==> src/rtl/mfp_line_draw_engine_pkg.sv <==
// Shared definitions for the Bresenham line rasteriser.
//   line_state_e : engine FSM states (IDLE -> SETUP -> DRAW -> DONE -> IDLE)
//   DefCoordW    : default coordinate width
//   DefHRes      : default horizontal clip bound
//   DefVRes      : default vertical clip bound
package mfp_line_draw_engine_pkg;

  localparam int unsigned DefCoordW = 13;
  localparam int unsigned DefHRes   = 640;
  localparam int unsigned DefVRes   = 480;

  typedef enum logic [1:0] {
    StIdle  = 2'd0,
    StSetup = 2'd1,
    StDraw  = 2'd2,
    StDone  = 2'd3
  } line_state_e;

endpackage

==> src/rtl/mfp_bresenham_step.sv <==
// One combinational Bresenham step.
// Inputs : current point (x_i, y_i), end point (xe_i, ye_i), error term err_i, deltas dx_i
//          (>= 0) and dy_i (<= 0), step directions sx_neg_i / sy_neg_i (1 = step by -1).
// Outputs: next point (x_nxt_o, y_nxt_o), next error err_nxt_o, at_end_o when the current
//          point is the end point.
module mfp_bresenham_step #(
  parameter int unsigned COORD_W = 13
) (
  input  logic [COORD_W-1:0]        x_i,
  input  logic [COORD_W-1:0]        y_i,
  input  logic [COORD_W-1:0]        xe_i,
  input  logic [COORD_W-1:0]        ye_i,
  input  logic signed [COORD_W+1:0] err_i,
  input  logic signed [COORD_W+1:0] dx_i,
  input  logic signed [COORD_W+1:0] dy_i,
  input  logic                      sx_neg_i,
  input  logic                      sy_neg_i,
  output logic [COORD_W-1:0]        x_nxt_o,
  output logic [COORD_W-1:0]        y_nxt_o,
  output logic signed [COORD_W+1:0] err_nxt_o,
  output logic                      at_end_o
);

  logic signed [COORD_W+2:0] e2;
  logic signed [COORD_W+2:0] dx_ext;
  logic signed [COORD_W+2:0] dy_ext;
  logic                      step_x;
  logic                      step_y;

  always_comb begin
    e2     = $signed({err_i, 1'b0});
    dx_ext = $signed({dx_i[COORD_W+1], dx_i});
    dy_ext = $signed({dy_i[COORD_W+1], dy_i});
    step_x = (e2 >= dy_ext);
    step_y = (e2 <= dx_ext);

    // Both decisions use the pre-step e2, so both adjustments may land in one cycle.
    err_nxt_o = err_i;
    x_nxt_o   = x_i;
    y_nxt_o   = y_i;
    if (step_x) begin
      err_nxt_o = err_nxt_o + dy_i;
      x_nxt_o   = sx_neg_i ? (x_i - COORD_W'(1)) : (x_i + COORD_W'(1));
    end
    if (step_y) begin
      err_nxt_o = err_nxt_o + dx_i;
      y_nxt_o   = sy_neg_i ? (y_i - COORD_W'(1)) : (y_i + COORD_W'(1));
    end

    at_end_o = (x_i == xe_i) && (y_i == ye_i);
  end

endmodule

==> src/rtl/mfp_line_draw_engine.sv <==
// Bresenham line rasteriser behind the IO_LINE_DRAWING_* GPIO interface.
// Ports:
//   SI_ClkIn / SI_Reset_N        : clock, synchronous active-low reset
//   IO_LINE_DRAWING_X0..Y1       : endpoints, latched on an accepted START rising edge
//   IO_LINE_DRAWING_START        : rising edge requests a draw (only honoured in IDLE)
//   IO_LINE_DRAWING_RESET        : level abort back to IDLE, clears FINISH
//   IO_LINE_DRAWING_FINISH       : sticky completion flag polled by the CPU
//   BUSY                         : engine in SETUP/DRAW/DONE
//   PIX_X/PIX_Y/PIX_VALID/READY  : clipped pixel stream (valid/ready)
//   PIX_COUNT                    : pixels accepted in the current/last line
module mfp_line_draw_engine
  import mfp_line_draw_engine_pkg::*;
#(
  parameter int unsigned COORD_W = DefCoordW,
  parameter int unsigned H_RES   = DefHRes,
  parameter int unsigned V_RES   = DefVRes
) (
  input  logic               SI_ClkIn,
  input  logic               SI_Reset_N,
  input  logic [COORD_W-1:0] IO_LINE_DRAWING_X0,
  input  logic [COORD_W-1:0] IO_LINE_DRAWING_Y0,
  input  logic [COORD_W-1:0] IO_LINE_DRAWING_X1,
  input  logic [COORD_W-1:0] IO_LINE_DRAWING_Y1,
  input  logic               IO_LINE_DRAWING_START,
  input  logic               IO_LINE_DRAWING_RESET,
  output logic               IO_LINE_DRAWING_FINISH,
  output logic               BUSY,
  output logic [COORD_W-1:0] PIX_X,
  output logic [COORD_W-1:0] PIX_Y,
  output logic               PIX_VALID,
  input  logic               PIX_READY,
  output logic [COORD_W:0]   PIX_COUNT
);

  localparam int unsigned ErrW = COORD_W + 2;

  line_state_e            state_q, state_d;
  logic                   start_q;
  logic [COORD_W-1:0]     x_q, x_d;
  logic [COORD_W-1:0]     y_q, y_d;
  logic [COORD_W-1:0]     xe_q, xe_d;
  logic [COORD_W-1:0]     ye_q, ye_d;
  logic signed [ErrW-1:0] err_q, err_d;
  logic signed [ErrW-1:0] dx_q, dx_d;
  logic signed [ErrW-1:0] dy_q, dy_d;
  logic                   sx_neg_q, sx_neg_d;
  logic                   sy_neg_q, sy_neg_d;
  logic                   finish_q, finish_d;
  logic [COORD_W:0]       count_q, count_d;

  logic                   start_edge;
  logic                   in_clip;
  logic                   handshake;
  logic                   consume;
  logic [COORD_W-1:0]     x_nxt, y_nxt;
  logic signed [ErrW-1:0] err_nxt;
  logic                   at_end;

  logic signed [ErrW-1:0] x0_s, y0_s, xe_s, ye_s;
  logic signed [ErrW-1:0] dx_abs, dy_abs;

  mfp_bresenham_step #(
    .COORD_W (COORD_W)
  ) u_step (
    .x_i       (x_q),
    .y_i       (y_q),
    .xe_i      (xe_q),
    .ye_i      (ye_q),
    .err_i     (err_q),
    .dx_i      (dx_q),
    .dy_i      (dy_q),
    .sx_neg_i  (sx_neg_q),
    .sy_neg_i  (sy_neg_q),
    .x_nxt_o   (x_nxt),
    .y_nxt_o   (y_nxt),
    .err_nxt_o (err_nxt),
    .at_end_o  (at_end)
  );

  // Zero-extended 32-bit compare so the bounds need not fit in COORD_W bits.
  assign in_clip    = (32'(x_q) < H_RES) && (32'(y_q) < V_RES);
  assign start_edge = IO_LINE_DRAWING_START && !start_q;
  assign PIX_VALID  = (state_q == StDraw) && in_clip;
  assign handshake  = PIX_VALID && PIX_READY;
  // A clipped point is consumed without waiting for the sink.
  assign consume    = handshake || ((state_q == StDraw) && !in_clip);

  assign PIX_X                  = x_q;
  assign PIX_Y                  = y_q;
  assign PIX_COUNT              = count_q;
  assign IO_LINE_DRAWING_FINISH = finish_q;
  assign BUSY                   = (state_q != StIdle);

  // During SETUP x_q/y_q already hold the start point.
  assign x0_s   = $signed({2'b00, x_q});
  assign y0_s   = $signed({2'b00, y_q});
  assign xe_s   = $signed({2'b00, xe_q});
  assign ye_s   = $signed({2'b00, ye_q});
  assign dx_abs = (xe_s >= x0_s) ? (xe_s - x0_s) : (x0_s - xe_s);
  assign dy_abs = (ye_s >= y0_s) ? (ye_s - y0_s) : (y0_s - ye_s);

  always_comb begin
    state_d  = state_q;
    x_d      = x_q;
    y_d      = y_q;
    xe_d     = xe_q;
    ye_d     = ye_q;
    err_d    = err_q;
    dx_d     = dx_q;
    dy_d     = dy_q;
    sx_neg_d = sx_neg_q;
    sy_neg_d = sy_neg_q;
    finish_d = finish_q;
    count_d  = count_q;

    case (state_q)
      StIdle: begin
        if (start_edge) begin
          x_d      = IO_LINE_DRAWING_X0;
          y_d      = IO_LINE_DRAWING_Y0;
          xe_d     = IO_LINE_DRAWING_X1;
          ye_d     = IO_LINE_DRAWING_Y1;
          finish_d = 1'b0;
          count_d  = '0;
          state_d  = StSetup;
        end
      end
      StSetup: begin
        dx_d     = dx_abs;
        dy_d     = -dy_abs;
        err_d    = dx_abs - dy_abs;
        sx_neg_d = (xe_q < x_q);
        sy_neg_d = (ye_q < y_q);
        state_d  = StDraw;
      end
      StDraw: begin
        if (handshake) begin
          count_d = count_q + 1'b1;
        end
        if (consume) begin
          if (at_end) begin
            state_d = StDone;
          end else begin
            x_d   = x_nxt;
            y_d   = y_nxt;
            err_d = err_nxt;
          end
        end
      end
      StDone: begin
        finish_d = 1'b1;
        state_d  = StIdle;
      end
      default: state_d = StIdle;
    endcase

    // Abort overrides everything, including a simultaneous START edge; the count freezes.
    if (IO_LINE_DRAWING_RESET) begin
      state_d  = StIdle;
      finish_d = 1'b0;
      count_d  = count_q;
    end
  end

  always_ff @(posedge SI_ClkIn) begin
    if (!SI_Reset_N) begin
      state_q  <= StIdle;
      start_q  <= 1'b0;
      x_q      <= '0;
      y_q      <= '0;
      xe_q     <= '0;
      ye_q     <= '0;
      err_q    <= '0;
      dx_q     <= '0;
      dy_q     <= '0;
      sx_neg_q <= 1'b0;
      sy_neg_q <= 1'b0;
      finish_q <= 1'b0;
      count_q  <= '0;
    end else begin
      state_q  <= state_d;
      // Sampled every cycle, even under abort, so START must re-rise to retrigger.
      start_q  <= IO_LINE_DRAWING_START;
      x_q      <= x_d;
      y_q      <= y_d;
      xe_q     <= xe_d;
      ye_q     <= ye_d;
      err_q    <= err_d;
      dx_q     <= dx_d;
      dy_q     <= dy_d;
      sx_neg_q <= sx_neg_d;
      sy_neg_q <= sy_neg_d;
      finish_q <= finish_d;
      count_q  <= count_d;
    end
  end

endmodule

==> config.mk <==
export PLATFORM = sky130hd
export DESIGN_NAME = mfp_line_draw_engine
export DESIGN_NICKNAME = d
export VERILOG_FILES = /design/src/rtl/mfp_line_draw_engine_pkg.sv /design/src/rtl/mfp_bresenham_step.sv /design/src/rtl/mfp_line_draw_engine.sv
export SDC_FILE = /design/constraint.sdc
export NUM_CORES = 1
export LEC_CHECK = 0
export CAP_MARGIN = 20
export CORE_MARGIN = 5
export CORE_UTILIZATION = 50
export CTS_CLUSTER_DIAMETER = 50
export DETAILED_ROUTE_END_ITERATION = 8
export GPL_ROUTABILITY_DRIVEN = 0
export GPL_TIMING_DRIVEN = 0
export PLACE_DENSITY_LB_ADDON = 0.3
export SETUP_SLACK_MARGIN = 0.02
export SLEW_MARGIN = 20
export SYNTH_ARGS = -nofsm -noshare
export SYNTH_HDL_FRONTEND = slang
export SYNTH_SLANG_ARGS = --single-unit
==> constraint.sdc <==
create_clock -name SI_ClkIn -period 15.4 [get_ports SI_ClkIn]
set_input_delay 4.62 -clock SI_ClkIn [delete_from_list [all_inputs] [get_ports SI_ClkIn]]
set_output_delay 4.62 -clock SI_ClkIn [all_outputs]
set_load 0.02 [all_outputs]
==> reports/results.txt, run 1 <==
Gr ovfl total: 0
FFs w/ async S/R, synth: 0
Vias in the first global route: 10700
Final ANT Viol Nets: 0
Worst path cell trace: inv_1 -> ha_1 -> clkinv_1 -> nor4_1 -> and4_1 -> clkdlybuf4s50_1
Worst setup margin: 8.04 ns
R2r worst-path depth: 21
Worst min path class: register to register
Clock Tree Buf Depth: 2
Register area: 2320 sq um
Number of flops mapped to enable cells by yosys: 0
Slew headroom: 0.393
Syn Inst Count: 1430
Data required, critical path: 10.78 ns
CTS Buf Count: 17
Share of cells above drive strength 1: 0.0724
Setup Skew: 0.0112 ns
Vias per cell: 5.86
Synth warn: 0
Detail Placement HPWL: 26100 microns
Sw frac: 0.434
Initial core utilization: 0.506
Setup CP Type: register to output port
I/O Pins: 100
Final Hold Fails: 0
Post-CTS Setup Bufs: 0
Root Driver: clkbuf_16
Cts hold-fix bufs: 0
Period utilization: 0.478
Post-synth top cells: ha_1, a21oi_1, inv_1, dfxtp_1, nor2_1
Hold path cells: 2
Wire per inst: 18.0 microns
Distinct cells, synth: 92
Combinational power share: 0.583
CP Capture Type: output port
First-pass GRT wire length: 54000 microns
GRT Resource Usage Total: 0.254
Htree depth: 4
Avg Inst Size Synth: 7.96 sq um
Synth top area cells: dfxtp_1, ha_1, a21oi_1
Pwr Total: 1.86 mW
Net switching power: 0.808 mW
CTS resizes: 0
Status: completed
Leakage: 5.64 nW
Finish-stage setup viols: 0
Area of the multi-input gates: 8360 sq um
Antenna violations before repair: 0
Worst Path Arrival: 2.74 ns
Routed WL: 33300 microns
Final-layout fill cell count: 1988
Setup WS pre-CTS: 7.85 ns
Worst-Margin Slew: 0.910 ns
Slowest stage delay, CP: 0.66 ns
Peak supply drop: 0.0000971 V
Clock power frac: 0.219
Total core area: 22500 sq um
DRC viols: 0
Clock sinks: 116
Total number of vias: 10800
Top_reg_cell synth: dfxtp_1
Seq/Total Area, Yosys: 0.204
Max FO, Critical Path: 9
Clock transition at the registers of the reported paths: 0.05 ns
Area leader, netlist: dfxtp_1
Most common cell in the synthesized netlist: ha_1
Power Internal: 1.05 mW
Max Clock Freq: 136 MHz
Synth Register Bits: 116
Period minus WS final: 7.36 ns
Largest net degree at the start of global routing: 17
Startpoint Class: register
Worst skew pair latency: 0.42 ns
Width of the die: 161 microns
Max Cap Violations: 0
Initial DRC count: 771
I/O Buffers: 98
Diodes inserted: 0
Mapped cell area: 11400 sq um
Flop pwr share: 0.198
NumNets Final: 1769
Mapped Nets: 1652
CP max-delay cell: clkdlybuf4s50_1
Drt first pass iters: 5
Chip height: 161 microns
Row count: 55
RSZ-0062 raised after global routing: false
Pwr/cell area: 140 nW/um^2
Fin. max-slew vios: 0
Die area: 25900 sq um
Area Overhead vs Synth: 17.1%
CTS tree: built
Synth top area share: 0.204
Sum Neg Setup Slack: 0 ns
-- per-layer routing --
metal | vias up | GRT usage | wire length (microns)
met2 | 359 | 0.432 | 15400
met3 | 90 | 0.0380 | 2110
met1 | 5020 | 0.319 | 14500
met5 | - | 0 | 0
li1 | 5345 | - | -
met4 | 0 | 0.111 | 1260
-- metrics by stage --
stage | cells | cell area [sq um] | hold WS [ns] | util
2_1_floorplan | 1430 | 11400 | 0.453 | -
6_report | 1845 | 13300 | 0.474 | 0.592
5_1_grt | 1845 | 13300 | 0.496 | 0.592
4_1_cts | 1845 | 13300 | 0.477 | 0.592
3_3_place_gp | 1813 | 12700 | 0.462 | 0.565
3_5_place_dp | 1813 | 12700 | 0.469 | 0.565
-- cells in the final DEF, fill, tap and decap left out, types with 9 or more instances in the layout --
| cell | Yosys | final |
|---|---|---|
| nand4_1 | 22 | 22 |
| clkbuf_1 | 40 | 40 |
| nand2b_1 | 9 | 9 |
| a31oi_1 | 14 | 14 |
| and3_1 | 9 | 9 |
| inv_1 | 120 | 120 |
| dfxtp_1 | 116 | 116 |
| ha_1 | 156 | 156 |
| xnor2_1 | 56 | 56 |
| fa_1 | 9 | 9 |
| a211oi_1 | 28 | 28 |
| nor2b_1 | 19 | 19 |
| xor2_1 | 37 | 37 |
| clkdlybuf4s50_1 | 0 | 98 |
| nor2_1 | 116 | 116 |
| o21a_1 | 12 | 12 |
| mux2_2 | 23 | 23 |
| a21o_1 | 31 | 31 |
| o21ai_0 | 72 | 72 |
| a21oi_1 | 130 | 130 |
| nor3_1 | 26 | 26 |
| o211ai_1 | 9 | 9 |
| o21bai_1 | 11 | 11 |
| clkbuf_16 | 0 | 17 |
| nand2_1 | 113 | 113 |
| nand3_1 | 34 | 34 |
| mux2i_1 | 43 | 43 |
| or3_1 | 15 | 15 |
-- critical path: cells and delay by family (launching register included) --
| family | cells | cell delay, ns |
|---|---|---|
| adders and majority gates | 1 | 0.22 |
| buffers and inverters | 3 | 1.10 |
| DFF | 1 | 0.34 |
| and+or+nand+nor | 2 | 0.66 |
-- final timing paths --
path	slack, ns	startpoint	endpoint
min	0.47	xe_q[8]$_SDFFE_PN0P_	xe_q[8]$_SDFFE_PN0P_
max	8.04	state_q[0]$_SDFFE_PP0P_	PIX_VALID
min reg2reg	0.47	xe_q[8]$_SDFFE_PN0P_	xe_q[8]$_SDFFE_PN0P_
max reg2reg	9.32	PIX_X[3]$_SDFFE_PN0P_	err_q[14]$_SDFFE_PN0P_
-- power by group through the flow --
| stage | clock (mW) | sequential, mW | combinational (mW) |
|---|---|---|---|
| 4_1_cts | 0.409 | 0.367 | 1.07 |
| 5_1_grt | 0.423 | 0.373 | 1.20 |
| 3_5_place_dp | 0 | 0.374 | 1.06 |
| 3_3_place_gp | 0 | 0.373 | 1.04 |
| 6_report | 0.407 | 0.369 | 1.08 |
| 2_1_floorplan | 0 | 0.366 | 0.825 |
-- flip-flops by register name, summed over array words and instances, names as in the netlist --
signal,cells
start_q,1
err_q,15
dx_q,14
xe_q,13
PIX_X,13
PIX_Y,13
ye_q,13
dy_q,15
sy_neg_q,1
sx_neg_q,1
PIX_COUNT,14
state_q,2
IO_LINE_DRAWING_FINISH,1
-- cells by family after synthesis --
| family | Yosys count | synth area share |
|---|---|---|
| simple gates | 414 | 0.181 |
| flops | 116 | 0.204 |
| buf+inv | 176 | 0.0615 |
| xor+xnor | 95 | 0.0744 |
| mux | 69 | 0.0641 |
| compound gates | 395 | 0.228 |
| fa+ha+maj | 165 | 0.187 |
-- final cells by class --
class	instances	area share
inverters	123	0.0347
multi-input cells	1138	0.627
clock inverters	11	0.00930
flip-flops and latches	116	0.174
plain buffers	53	0.0178
well taps	285	0.0268
clock buffers	21	0.0361
repair buffers	98	0.0736
No activity file was read; power rests on OpenSTA's default activity.
==> run 2: changes to the inputs <==
==> constraint.sdc (replaced) <==
create_clock -name SI_ClkIn -period 7.4 [get_ports SI_ClkIn]
set_input_delay 2.22 -clock SI_ClkIn [delete_from_list [all_inputs] [get_ports SI_ClkIn]]
set_output_delay 2.22 -clock SI_ClkIn [all_outputs]
set_load 0.02 [all_outputs]
==> results of run 2 <==
Same layout as run 1 (identical final DEF). Status: completed.
Among the figures that moved: setup slack after placement 7.85 ns -> 1.41 ns; clock-pin slew on the worst setup and hold paths 0.05 ns -> 0.06 ns; setup slack after layout 8.04 ns -> 1.32 ns; start point of the critical path state_q[0]$_SDFFE_PP0P_ -> PIX_X[3]$_SDFFE_PN0P_; end point of the critical path PIX_VALID -> err_q[14]$_SDFFE_PN0P_; register-to-register setup slack 9.32 ns -> 1.32 ns; total power 1.86 mW -> 3.87 mW; worst IR drop on VDD 0.0000971 V -> 0.000202 V
==> run 3: changes to the inputs <==
==> constraint.sdc (replaced) <==
create_clock -name SI_ClkIn -period 4.94 [get_ports SI_ClkIn]
set_input_delay 1.482 -clock SI_ClkIn [delete_from_list [all_inputs] [get_ports SI_ClkIn]]
set_output_delay 1.482 -clock SI_ClkIn [all_outputs]
set_load 0.02 [all_outputs]
==> run 3 against run 2 <==
  * Sequential power is 51% higher
  * Maximum frequency up 27%
  * Wire length rose by 6.1%
  * First-iteration DRC count up 21%
  * Clock-buffer cell count increased by 1
  * Die area unchanged
  * Worst setup slack worse by 1.2 ns
  * Critical path depth is the same
  * Clock skew increased by 0.0044 ns
  * Cell count rose by 1.1%
  * Worst hold slack better by 0.0032 ns
  * Combinational power is 72% higher
==> reports/results.txt, run 3 (synthesized netlist as in run 1, its figures left out) <==
Status: completed
Most frequent cells in the layout: ha_1, a21oi_1, inv_1
CTS tree: built
Worst-Margin Slew: 0.995 ns
Max Clock Freq: 209 MHz
Power Internal: 3.60 mW
CP Capture Type: register
CP Launch Point: PIX_X[10]$_SDFFE_PN0P_
Worst Path Arrival: 5.10 ns
RR Startpoint: PIX_X[10]$_SDFFE_PN0P_
Reg-to-Reg End: err_q[14]$_SDFFE_PN0P_
CTS Buf Count: 17
I/O Pins: 100
Row count: 55
Largest net degree at the start of global routing: 17
I/O Buffers: 98
Wire per inst: 18.9 microns
Net switching power: 2.73 mW
Sw frac: 0.431
Gr ovfl total: 0
Fin. max-slew vios: 0
Die area: 25900 sq um
Most common cell after layout, fill and taps aside: ha_1
Drt first pass iters: 7
Non-filler instance count after layout: 1866
Root Driver: clkbuf_16
Area Overhead vs Synth: 22.5%
Register-to-register setup slack: 0.16 ns
Flop pwr share: 0.183
Routed WL: 35300 microns
Worst min path class: register to register
Total core area: 22500 sq um
Vias in the first global route: 10900
Initial DRC count: 936
Finish-stage setup viols: 0
Slew headroom: 0.337
Final Hold Fails: 0
First-pass GRT wire length: 55600 microns
Largest registers: dy_q: 15 flops, err_q: 15 flops
NumNets Final: 1791
Data required, critical path: 5.27 ns
R2r worst-path depth: 21
Peak supply drop: 0.000268 V
Critical path capture point: err_q[14]$_SDFFE_PN0P_
Startpoint Class: register
Total number of vias: 11200
Final ANT Viol Nets: 0
Clock transition at the registers of the reported paths: 0.06 ns
Clock Tree Buf Depth: 2
Detail Placement HPWL: 26700 microns
Diodes inserted: 0
Clock sinks: 116
Chip height: 161 microns
DRC viols: 0
Design area: 13900 sq um
Worst skew pair latency: 0.43 ns
Vias per cell: 5.99
Setup CP Type: register to register
Post-DP Area: 12800 sq um
Htree depth: 4
Width of the die: 161 microns
Clock power frac: 0.204
Combinational power share: 0.613
Leakage: 5.85 nW
Pwr Total: 6.33 mW
Worst setup margin: 0.164 ns
Setup WS pre-CTS: -0.588 ns
Max FO, Critical Path: 8
Cts hold-fix bufs: 0
Setup Skew: 0.0156 ns
Pwr/cell area: 454 nW/um^2
Initial core utilization: 0.506
Period utilization: 0.967
Max Cap Violations: 0
Sum Neg Setup Slack: 0 ns
Period minus WS final: 4.78 ns
Share of cells above drive strength 1: 0.128
Antenna violations before repair: 0
Placed instance count: 1813
GRT Resource Usage Total: 0.262
==> run 3: worst min path at each step <==
| stage | endpoint | start | slack, ns | cells after the start |
|---|---|---|---|---|
| 2_1_floorplan | xe_q[0]$_SDFFE_PN0P_ | xe_q[0]$_SDFFE_PN0P_ | 0.45 | 2 |
| 4_1_cts | xe_q[6]$_SDFFE_PN0P_ | xe_q[6]$_SDFFE_PN0P_ | 0.48 | 2 |
| 3_5_place_dp | xe_q[6]$_SDFFE_PN0P_ | xe_q[6]$_SDFFE_PN0P_ | 0.47 | 2 |
| 3_3_place_gp | xe_q[7]$_SDFFE_PN0P_ | xe_q[7]$_SDFFE_PN0P_ | 0.46 | 2 |
| 6_report | xe_q[6]$_SDFFE_PN0P_ | xe_q[6]$_SDFFE_PN0P_ | 0.48 | 2 |
| 5_1_grt | ye_q[6]$_SDFFE_PN0P_ | ye_q[6]$_SDFFE_PN0P_ | 0.49 | 2 |
==> run 3: power by group through the flow <==
stage	registers (mW)	logic, mW	clock network [mW]
CTS	1.15	3.50	1.30
global route	1.17	4.24	1.34
global placement	1.16	3.28	0
detailed placement	1.17	3.35	0
floorplan	1.14	2.60	0
finish	1.16	3.88	1.29
==> run 3: worst max-delay path, cell delays in order (launching register included) <==
cell       delay (ns)
dfxtp_4          0.36
inv_1            0.04
ha_1             0.27
buf_4            0.15
and3_4           0.19
nand4_1          0.14
nor2_4           0.15
nor3b_1          0.05
a221o_1          0.36
buf_6            0.15
buf_8            0.12
mux2_4           0.32
fa_2             0.36
a21o_1           0.20
a21oi_2          0.16
o21bai_1         0.13
a2111o_1         0.47
a41oi_2          0.26
o21ai_2          0.12
a2111oi_2        0.32
a211oi_1         0.09
o32ai_1          0.28
==> run 3: timing repair <==
item | 4_1_cts | 5_1_grt
buffers inserted | 1 | 23
gates resized for setup | 35 | 68
pin swaps | 10 | 25
gates cloned | 0 | 0
setup endpoints to repair | 8 | 8
==> run 3: metal layers <==
metal	GRT usage	up-vias	share of wire
li1	-	5385	-
met1	0.331	5325	0.43
met2	0.450	383	0.48
met3	0.0305	86	0.056
met4	0.115	0	0.043
met5	0	-	0
==> run 3: layout make-up <==
cell class                 count  area [sq um]
inverter                     123           462
multi-input combinational   1138          8750
timing repair buffer         122          1160
clock inverter                 9           128
buffer                        51           250
tap                          285           357
sequential                   116          2360
fill                        1912          8560
clock buffer                  22           474
==> run 3: metrics by stage <==
step | util | hold WS, ns
floorplan | - | 0.453
finish | 0.620 | 0.477
CTS | 0.598 | 0.475
global placement | 0.567 | 0.462
global route | 0.620 | 0.495
detailed placement | 0.567 | 0.467
